**src/rtl/fpm_pkg.sv**
```systemverilog
// Shared constants and types for the floating-point multiplier slice.
package fpm_pkg;

    // Single-precision field layout, kept here so every client decodes fields the same way.
    localparam int XLEN     = 32;
    localparam int SIGN_BIT = 31;
    localparam int EXP_MSB  = 30;
    localparam int EXP_LSB  = 23;
    localparam int MAN_MSB  = 22;
    localparam int EXP_BIAS = 127;

    // Tag id field is sized for up to 256 requesters; users narrow it to their own id width.
    localparam int TAG_IDW  = 8;

    // One issue travelling alongside the multiplier pipeline.
    typedef struct packed {
        logic               valid;
        logic [TAG_IDW-1:0] id;
    } tag_t;

endpackage

```
**src/rtl/rr_arbiter.sv**
```systemverilog
// Round-robin arbiter: scans requesters starting at ptr and picks the first active one.
// Purely combinational; the pointer register lives in the parent.
module rr_arbiter #(
    parameter int NREQ = 4,
    parameter int IDW  = $clog2(NREQ)
) (
    input  logic [NREQ-1:0] req,
    input  logic [IDW-1:0]  ptr,
    output logic [NREQ-1:0] grant,
    output logic [IDW-1:0]  idx,
    output logic            any
);

    int cand;

    // Find the first active requester at or after ptr, wrapping modulo NREQ.
    always_comb begin
        // NOTE: every output gets a default before the loop so no path leaves it unassigned (no latch).
        grant = '0;
        idx   = '0;
        any   = 1'b0;
        cand  = 0;
        for (int k = 0; k < NREQ; k++) begin
            cand = (int'(ptr) + k) % NREQ;
            if (!any && req[IDW'(cand)]) begin
                any = 1'b1;
                idx = IDW'(cand);
            end
        end
        if (any) begin
            grant[idx] = 1'b1;
        end
    end

endmodule

```
**src/rtl/fpm_rr_scheduler.sv**
```systemverilog
// Shares one pipelined single-precision multiplier among NREQ requesters.
// Round-robin issue of one operand pair per cycle; each issue carries its requester id
// down a tag pipe that matches the multiplier latency, and the product returns with that id.
module fpm_rr_scheduler
    import fpm_pkg::*;
#(
    parameter int XLEN    = fpm_pkg::XLEN,
    parameter int NREQ    = 4,
    parameter int MUL_LAT = 2,
    parameter int IDW     = $clog2(NREQ)
) (
    input  logic                 clk,
    input  logic                 rst,
    input  logic [NREQ-1:0]      req_valid,
    output logic [NREQ-1:0]      req_ready,
    input  logic [NREQ*XLEN-1:0] req_a,
    input  logic [NREQ*XLEN-1:0] req_b,
    output logic [XLEN-1:0]      mul_a,
    output logic [XLEN-1:0]      mul_b,
    input  logic [XLEN-1:0]      mul_result,
    output logic                 resp_valid,
    output logic [IDW-1:0]       resp_id,
    output logic [XLEN-1:0]      resp_data,
    output logic                 busy
);

    logic [IDW-1:0]  ptr;
    logic [NREQ-1:0] grant;
    logic [IDW-1:0]  gidx;
    logic            any_req;

    // Stage 0 receives the issue; stage MUL_LAT lines up with mul_result.
    tag_t tag_q [MUL_LAT+1];

    rr_arbiter #(
        .NREQ (NREQ),
        .IDW  (IDW)
    ) u_arb (
        .req   (req_valid),
        .ptr   (ptr),
        .grant (grant),
        .idx   (gidx),
        .any   (any_req)
    );

    // Grant is a function of req_valid and ptr only; suppressed while reset is held.
    assign req_ready = grant & {NREQ{~rst}};

    // Capture the granted operand pair and advance the round-robin pointer past the winner.
    always_ff @(posedge clk or posedge rst) begin
        if (rst) begin
            ptr   <= '0;
            mul_a <= '0;
            mul_b <= '0;
        end else if (any_req) begin
            // NOTE: registers use non-blocking assignments so all flops sample pre-edge values together.
            mul_a <= req_a[int'(gidx)*XLEN +: XLEN];
            mul_b <= req_b[int'(gidx)*XLEN +: XLEN];
            ptr   <= (int'(gidx) == NREQ-1) ? '0 : gidx + 1'b1;
        end
    end

    // Tag pipe shifts every cycle so ids stay aligned with products through the multiplier.
    always_ff @(posedge clk or posedge rst) begin
        if (rst) begin
            // NOTE: the tag pipe is a small register chain, not RAM; every stage is reset so in-flight valids are dropped.
            for (int i = 0; i <= MUL_LAT; i++) begin
                tag_q[i] <= '0;
            end
        end else begin
            tag_q[0] <= '{valid: any_req, id: TAG_IDW'(gidx)};
            for (int i = 1; i <= MUL_LAT; i++) begin
                tag_q[i] <= tag_q[i-1];
            end
        end
    end

    // Register the product and its owner when the tail tag is valid; otherwise hold data and id.
    always_ff @(posedge clk or posedge rst) begin
        if (rst) begin
            resp_valid <= 1'b0;
            resp_id    <= '0;
            resp_data  <= '0;
        end else begin
            resp_valid <= tag_q[MUL_LAT].valid;
            if (tag_q[MUL_LAT].valid) begin
                resp_id   <= tag_q[MUL_LAT].id[IDW-1:0];
                resp_data <= mul_result;
            end
        end
    end

    // Busy while any issue is still travelling through the tag pipe.
    always_comb begin
        busy = 1'b0;
        for (int i = 0; i <= MUL_LAT; i++) begin
            busy = busy | tag_q[i].valid;
        end
    end

endmodule

```
**config.mk**
```make
export PLATFORM = sky130hd
export DESIGN_NAME = fpm_rr_scheduler
export DESIGN_NICKNAME = d
export VERILOG_FILES = /design/src/rtl/fpm_pkg.sv /design/src/rtl/rr_arbiter.sv /design/src/rtl/fpm_rr_scheduler.sv
export SDC_FILE = /design/constraint.sdc
export NUM_CORES = 1
export LEC_CHECK = 0
export ABC_CLOCK_PERIOD_IN_PS = 8500
export CAP_MARGIN = 20
export CORE_AREA = 2 2 156 158
export CTS_CLUSTER_SIZE = 16
export DETAILED_ROUTE_END_ITERATION = 8
export DIE_AREA = 0 0 158 160
export HOLD_SLACK_MARGIN = 0.1
export PLACE_DENSITY = 0.65
export SYNTH_ARGS = -nofsm -noshare
export SYNTH_HDL_FRONTEND = slang
export SYNTH_HIERARCHICAL = 1
export SYNTH_SLANG_ARGS = --single-unit
export TNS_END_PERCENT = 100
```
**constraint.sdc**
```tcl
create_clock -name clk -period 8.5 [get_ports clk]
set_input_delay 2.125 -clock clk [delete_from_list [all_inputs] [get_ports clk]]
set_output_delay 2.125 -clock clk [all_outputs]
set_load 0.05 [all_outputs]
```
==> results of run 1 <==
## synthesized netlist by cell type
library cell,n
mux2i_1,128
dfrtp_1,110
nand2b_1,67
o221ai_1,64
mux2_1,30
buf_2,12
buf_12,11
clkbuf_1,11
mux2_2,6
nor2_1,6
inv_1,5
nor2b_1,5
a21oi_1,4
buf_4,4
nand2_1,2
nor3_1,2
o21ai_0,2
a211oi_1,1
a211oi_2,1
a21oi_2,1
a221oi_1,1
a311oi_1,1
buf_6,1
buf_8,1
clkbuf_4,1
ha_1,1
nand2_2,1
nand2b_2,1
o211a_1,1
o21ai_1,1
or3_1,1
## worst min-delay path by stage
stage | from | to | cells past startpoint
2_1_floorplan | tag_q[9] | tag_q[0] | 0
3_3_place_gp | tag_q[18] | tag_q[9] | 0
3_5_place_dp | tag_q[19] | tag_q[10] | 0
4_1_cts | tag_q[18] | tag_q[9] | 0
5_1_grt | tag_q[10] | tag_q[1] | 0
6_report | tag_q[18] | tag_q[9] | 0
## final cells by class
| cell class | instances | area [um^2] | area share (%) |
|---|---|---|---|
| antenna | 1 | 2.50 | 0.0241 |
| clock buffer | 10 | 229 | 2.21 |
| clock inverter | 6 | 55.1 | 0.531 |
| inverter | 5 | 21.3 | 0.205 |
| multi-input combinational | 327 | 2880 | 27.7 |
| sequential | 110 | 2750 | 26.5 |
| tap | 324 | 405 | 3.91 |
| timing repair buffer | 405 | 4030 | 38.9 |
## layer usage
metal | GRT usage [%] | vias up
met4 | 4.91 | 0
li1 | - | 2557
met2 | 28.6 | 239
met1 | 21.0 | 2618
met5 | 0 | -
met3 | 3.85 | 21
## cell families after synthesis
kind of cell	after synthesis	share of synthesized area, %
multiplexers	164	28.0
flip-flops	110	45.7
AND/OR/NAND/NOR	85	8.50
AO/OA/AOI/OAI	77	10.8
buffers and inverters	46	6.71
adder cells (fa/ha/maj)	1	0.208
## critical path, cell delays in order
cell             delay [ps]
clkdlybuf4s50_1         610
nor2_1                   90
a221oi_1                340
nor2b_1                  80
nor2b_1                 140
clkdlybuf4s50_1         700
## power by group
part | internal (uW) | switching, uW | leakage, uW
Combinational | 673 | 1070 | 0.00274
Clock | 206 | 216 | 0.000142
Sequential | 702 | 111 | 0.00130
Total | 1580 | 1400 | 0.00418
## sequential cells by signal, summed over array words and instances, names as in the netlist
register    flops
tag_q           9
resp_data      32
mul_a          32
ptr             2
mul_b          32
resp_valid      1
resp_id         2
## metrics by stage
step	cells	utilization (%)	power, uW
after floorplan	483	-	2030
final	1188	43.6	2980
after global routing	1187	43.5	3130
after global placement	1171	42.4	2580
after detailed placement	1171	42.4	2590
after CTS	1187	43.5	3020
==> summary.txt, run 1 <==
Worst Skew -> 15.7 ps
Cell count after synthesis -> 483
First-pass GRT wire length -> 32600 um
Synth top area share -> 45.7%
Post-DRT Antenna Nets -> 0
Final #Nets -> 1153
Die Wd -> 158 um
Hold Violations, Final -> 0
F_max -> 0.161 GHz
Gr usage total -> 16.8%
Core area -> 0.0238 mm^2
DR pass1 iterations -> 4
Crit Path Max Fanout -> 8
Top-Level Pins -> 398
Fill cell count -> 2312
Top cells by area, synth -> dfrtp_1 46%, mux2i_1 21%, o221ai_1 9.3%
GP Congestion -> 0.815
Pleak -> 0.00418 uW
Sequential share of the synthesized area -> 45.7%
Die area -> 0.0253 mm^2
Relative slew margins -> 40.4%
Height of the chip -> 160 um
Critical path type -> input port to output port
Final Cycle Share -> 73.2%
# resized after CTS -> 0
Max_cap viols -> 0
DPL Wire Length -> 16000 um
Vias in the first global route -> 5667
Maximum vdd drop -> 0.162 mV
Critical Path End Type -> output port
Remaining Overflow, GRT -> 0
Area delta synth->final -> 72.4%
PortBufs -> 397
Cell taking the most area after synthesis -> dfrtp_1
Status -> finished clean
PwrDens -> 287 mW/mm^2
Slew Viols, Final -> 0
Htree depth -> 3
Register-to-Register Setup Slack -> 5380 ps
Syn Area/Cell -> 12.5 um^2
Synth cell types -> 31
Critical path endpoint -> req_ready[2]
Iteration-0 DRC Markers -> 186
Routed wl met3 -> 1660 um
Highest routed layer -> met4
Reg2reg start -> ptr[0]
Wire length on met2 -> 10600 um
Worst skew pair latency -> 360 ps
Hold-fix buffers, CTS -> 0
Clock buffer depth -> 2
Number of setup buffers added after CTS -> 0
Most frequent cells in the layout -> 397 x clkdlybuf4s50_1, 128 x mux2i_1, 110 x dfrtp_1
Layout cells sized above 1 -> 4.17%
Worst EP required -> 6380 ps
Largest net degree at the start of global routing -> 70
Drt drc -> 0
R2R Path End -> mul_a[21]
Synth warnings -> 6
CTS tree -> yes
PnR worst setup slack -> 2280 ps
Commonest non-fill, non-tap cell in the layout -> clkdlybuf4s50_1
Cell Area, Placed -> 0.0101 mm^2
Hold Slack -> 346 ps
Core Rows -> 57
Mapped cell area -> 0.00602 mm^2
DR vias/cell -> 4.57
Synthesized net count -> 778
Vias post-DR -> 5435
CTS Root Cell -> clkbuf_16
Worst hold path class -> flip-flop to flip-flop
Place WS -> 2300 ps
Drt total wl -> 21700 um
Number of synthesized register bits -> 110
CP Launch Type -> input port
Slew @ Worst Pin -> 894 ps
CP arrival -> 4090 ps
Clock sink total -> 110
Final setup vio count -> 0
Crit path time final -> 6220 ps
Wirelength per Cell -> 18.2 um
Post-route cell area -> 0.0104 mm^2
Unrepaired setup endpoints after global routing -> false
Critical path origin -> req_valid[1]
Setup TNS -> 0 ps
M1 wire length -> 9060 um
Initial antenna violation count -> 0
Worst-case reg-to-reg path depth -> 7
Initial Util -> 25.3%
Total CTS buffers -> 9
Clk slew on worst S/H paths -> 70 ps
No activity file was read; power rests on OpenSTA's default activity.
==> run 2, diff against run 1 <==
Settings changed: ABC_CLOCK_PERIOD_IN_PS 8500 to 5700, PLACE_DENSITY 0.65 to 0.67.
Clock period 8.5 ns to 5.7 ns, I/O delays scaled along.
==> run 2 against run 1 <==
Effect of this change:
- via count decreased by 1.6%
- flip-flop and latch count unchanged
- sequential share of layout area is 0.16 points lower
- critical path depth did not move
- largest power group unchanged
==> summary.txt, run 2 (synthesis gave the netlist of run 1 again) <==
Status -> finished clean
Initial Util -> 25.3%
Number of setup buffers added after CTS -> 0
Iteration-0 DRC Markers -> 239
Finished Layout Cells -> 1187
Htree depth -> 3
# resized after CTS -> 0
Core Rows -> 57
PnR worst setup slack -> 888 ps
Wirelength per Cell -> 17.4 um
Core area -> 0.0238 mm^2
Worst hold path class -> flip-flop to flip-flop
Height of the chip -> 160 um
Worst EP required -> 4280 ps
Final Cycle Share -> 84.4%
Worst path max stage delay -> 810 ps
Final setup vio count -> 0
Relative slew margins -> 47.9%
Gr usage total -> 16.1%
Most frequent cells in the layout -> 397 x clkdlybuf4s50_1, 128 x mux2i_1, 110 x dfrtp_1
Final #Nets -> 1153
Clock sink total -> 110
Cell Chain, Critical Path -> clkdlybuf4s50_1, nand2b_2, a21oi_2, a211oi_1, nor2b_1, clkdlybuf4s50_1
Hold Violations, Final -> 0
Clk slew on worst S/H paths -> 80 ps
Clock buffer depth -> 2
Critical Path End Type -> output port
Top flop regs -> mul_a: 32 flops, mul_b: 32 flops, resp_data: 32 flops
CTS Root Cell -> clkbuf_16
CP Launch Type -> input port
Area delta synth->final -> 73.4%
Hold Slack -> 353 ps
Total CTS buffers -> 9
F_max -> 0.208 GHz
Vias in the first global route -> 5638
Crit path time final -> 4810 ps
Largest net degree at the start of global routing -> 82
Initial antenna violation count -> 0
Crit Path Max Fanout -> 7
Register-to-Register Setup Slack -> 2960 ps
Hold-fix buffers, CTS -> 0
DR pass1 iterations -> 4
Diode count -> 0
Dpl cells -> 1171
Remaining Overflow, GRT -> 0
Layout cells sized above 1 -> 4.29%
Unrepaired setup endpoints after global routing -> false
GP Congestion -> 0.801
Worst skew pair latency -> 360 ps
PwrDens -> 431 mW/mm^2
Top-Level Pins -> 398
Pwr Total -> 4500 uW
Drt drc -> 0
PortBufs -> 397
Drt total wl -> 20600 um
Commonest non-fill, non-tap cell in the layout -> clkdlybuf4s50_1
Worst Skew -> 18.0 ps
Critical Path Most Common Cell -> clkdlybuf4s50_1
Vias post-DR -> 5346
Post-DRT Antenna Nets -> 0
Max_cap viols -> 0
Die area -> 0.0253 mm^2
Slew Viols, Final -> 0
Critical path type -> input port to output port
CP arrival -> 3390 ps
Pleak -> 0.00421 uW
CP max stage cell -> clkdlybuf4s50_1
DPL Wire Length -> 15500 um
Maximum vdd drop -> 0.277 mV
First-pass GRT wire length -> 31500 um
Slew @ Worst Pin -> 781 ps
CTS tree -> yes
DR vias/cell -> 4.50
Setup TNS -> 0 ps
Place WS -> 921 ps
Die Wd -> 158 um
run 2: cell count changes in the layout (fill, tap and decap cells not counted), sizes merged:
cell,before,now
bufinv,0,1
clkbuf,10,9
diode,1,0
run 2: worst max-delay path, delay by kind of cell:
kind                   cells  cell delay, ps
buffers and inverters      2            1340
AOI/OAI and AO/OA          2             290
and+or+nand+nor            2             320
run 2: area by class of cell:
type                       count  area [um^2]
clock buffer                   9          225
clock inverter                 7         97.6
fill                        2318        13400
inverter                       5         21.3
multi-input combinational    327         2880
sequential                   110         2750
tap                          324          405
timing repair buffer         405         4060
run 2: report_power, final:
part | internal (uW) | switching [uW] | total [uW]
Sequential | 1050 | 169 | 1220
Combinational | 1010 | 1580 | 2590
Clock | 357 | 334 | 691
run 2: path summary, 6_finish.rpt:
path / startpoint / endpoint / depth (start not counted)
worst max-delay path: req_valid[0] / req_ready[3] / 6
worst min-delay path: tag_q[18] / tag_q[9] / 0
worst max register to register: ptr[1] / mul_a[17] / 6
worst min register to register: tag_q[18] / tag_q[9] / 0
max in group asynchronous: rst / mul_b[30] / 3
min in group asynchronous: rst / mul_b[4] / 2
run 2: layer usage:
metal	GRT usage [%]	wire length (um)	up-vias	share of wire [%]
met2	27.8	10300	223	50
met1	19.9	8440	2548	41
met3	4.29	1700	15	8.3
met4	3.64	246	0	1.2
met5	0	0	-	0
li1	-	-	2560	-
run 2: per-stage QoR:
step	util, %	area [um^2]
after CTS	43.8	10400
final	43.8	10400
after global placement	42.5	10100
after detailed placement	42.5	10100
after floorplan	-	6020
after global routing	43.8	10400
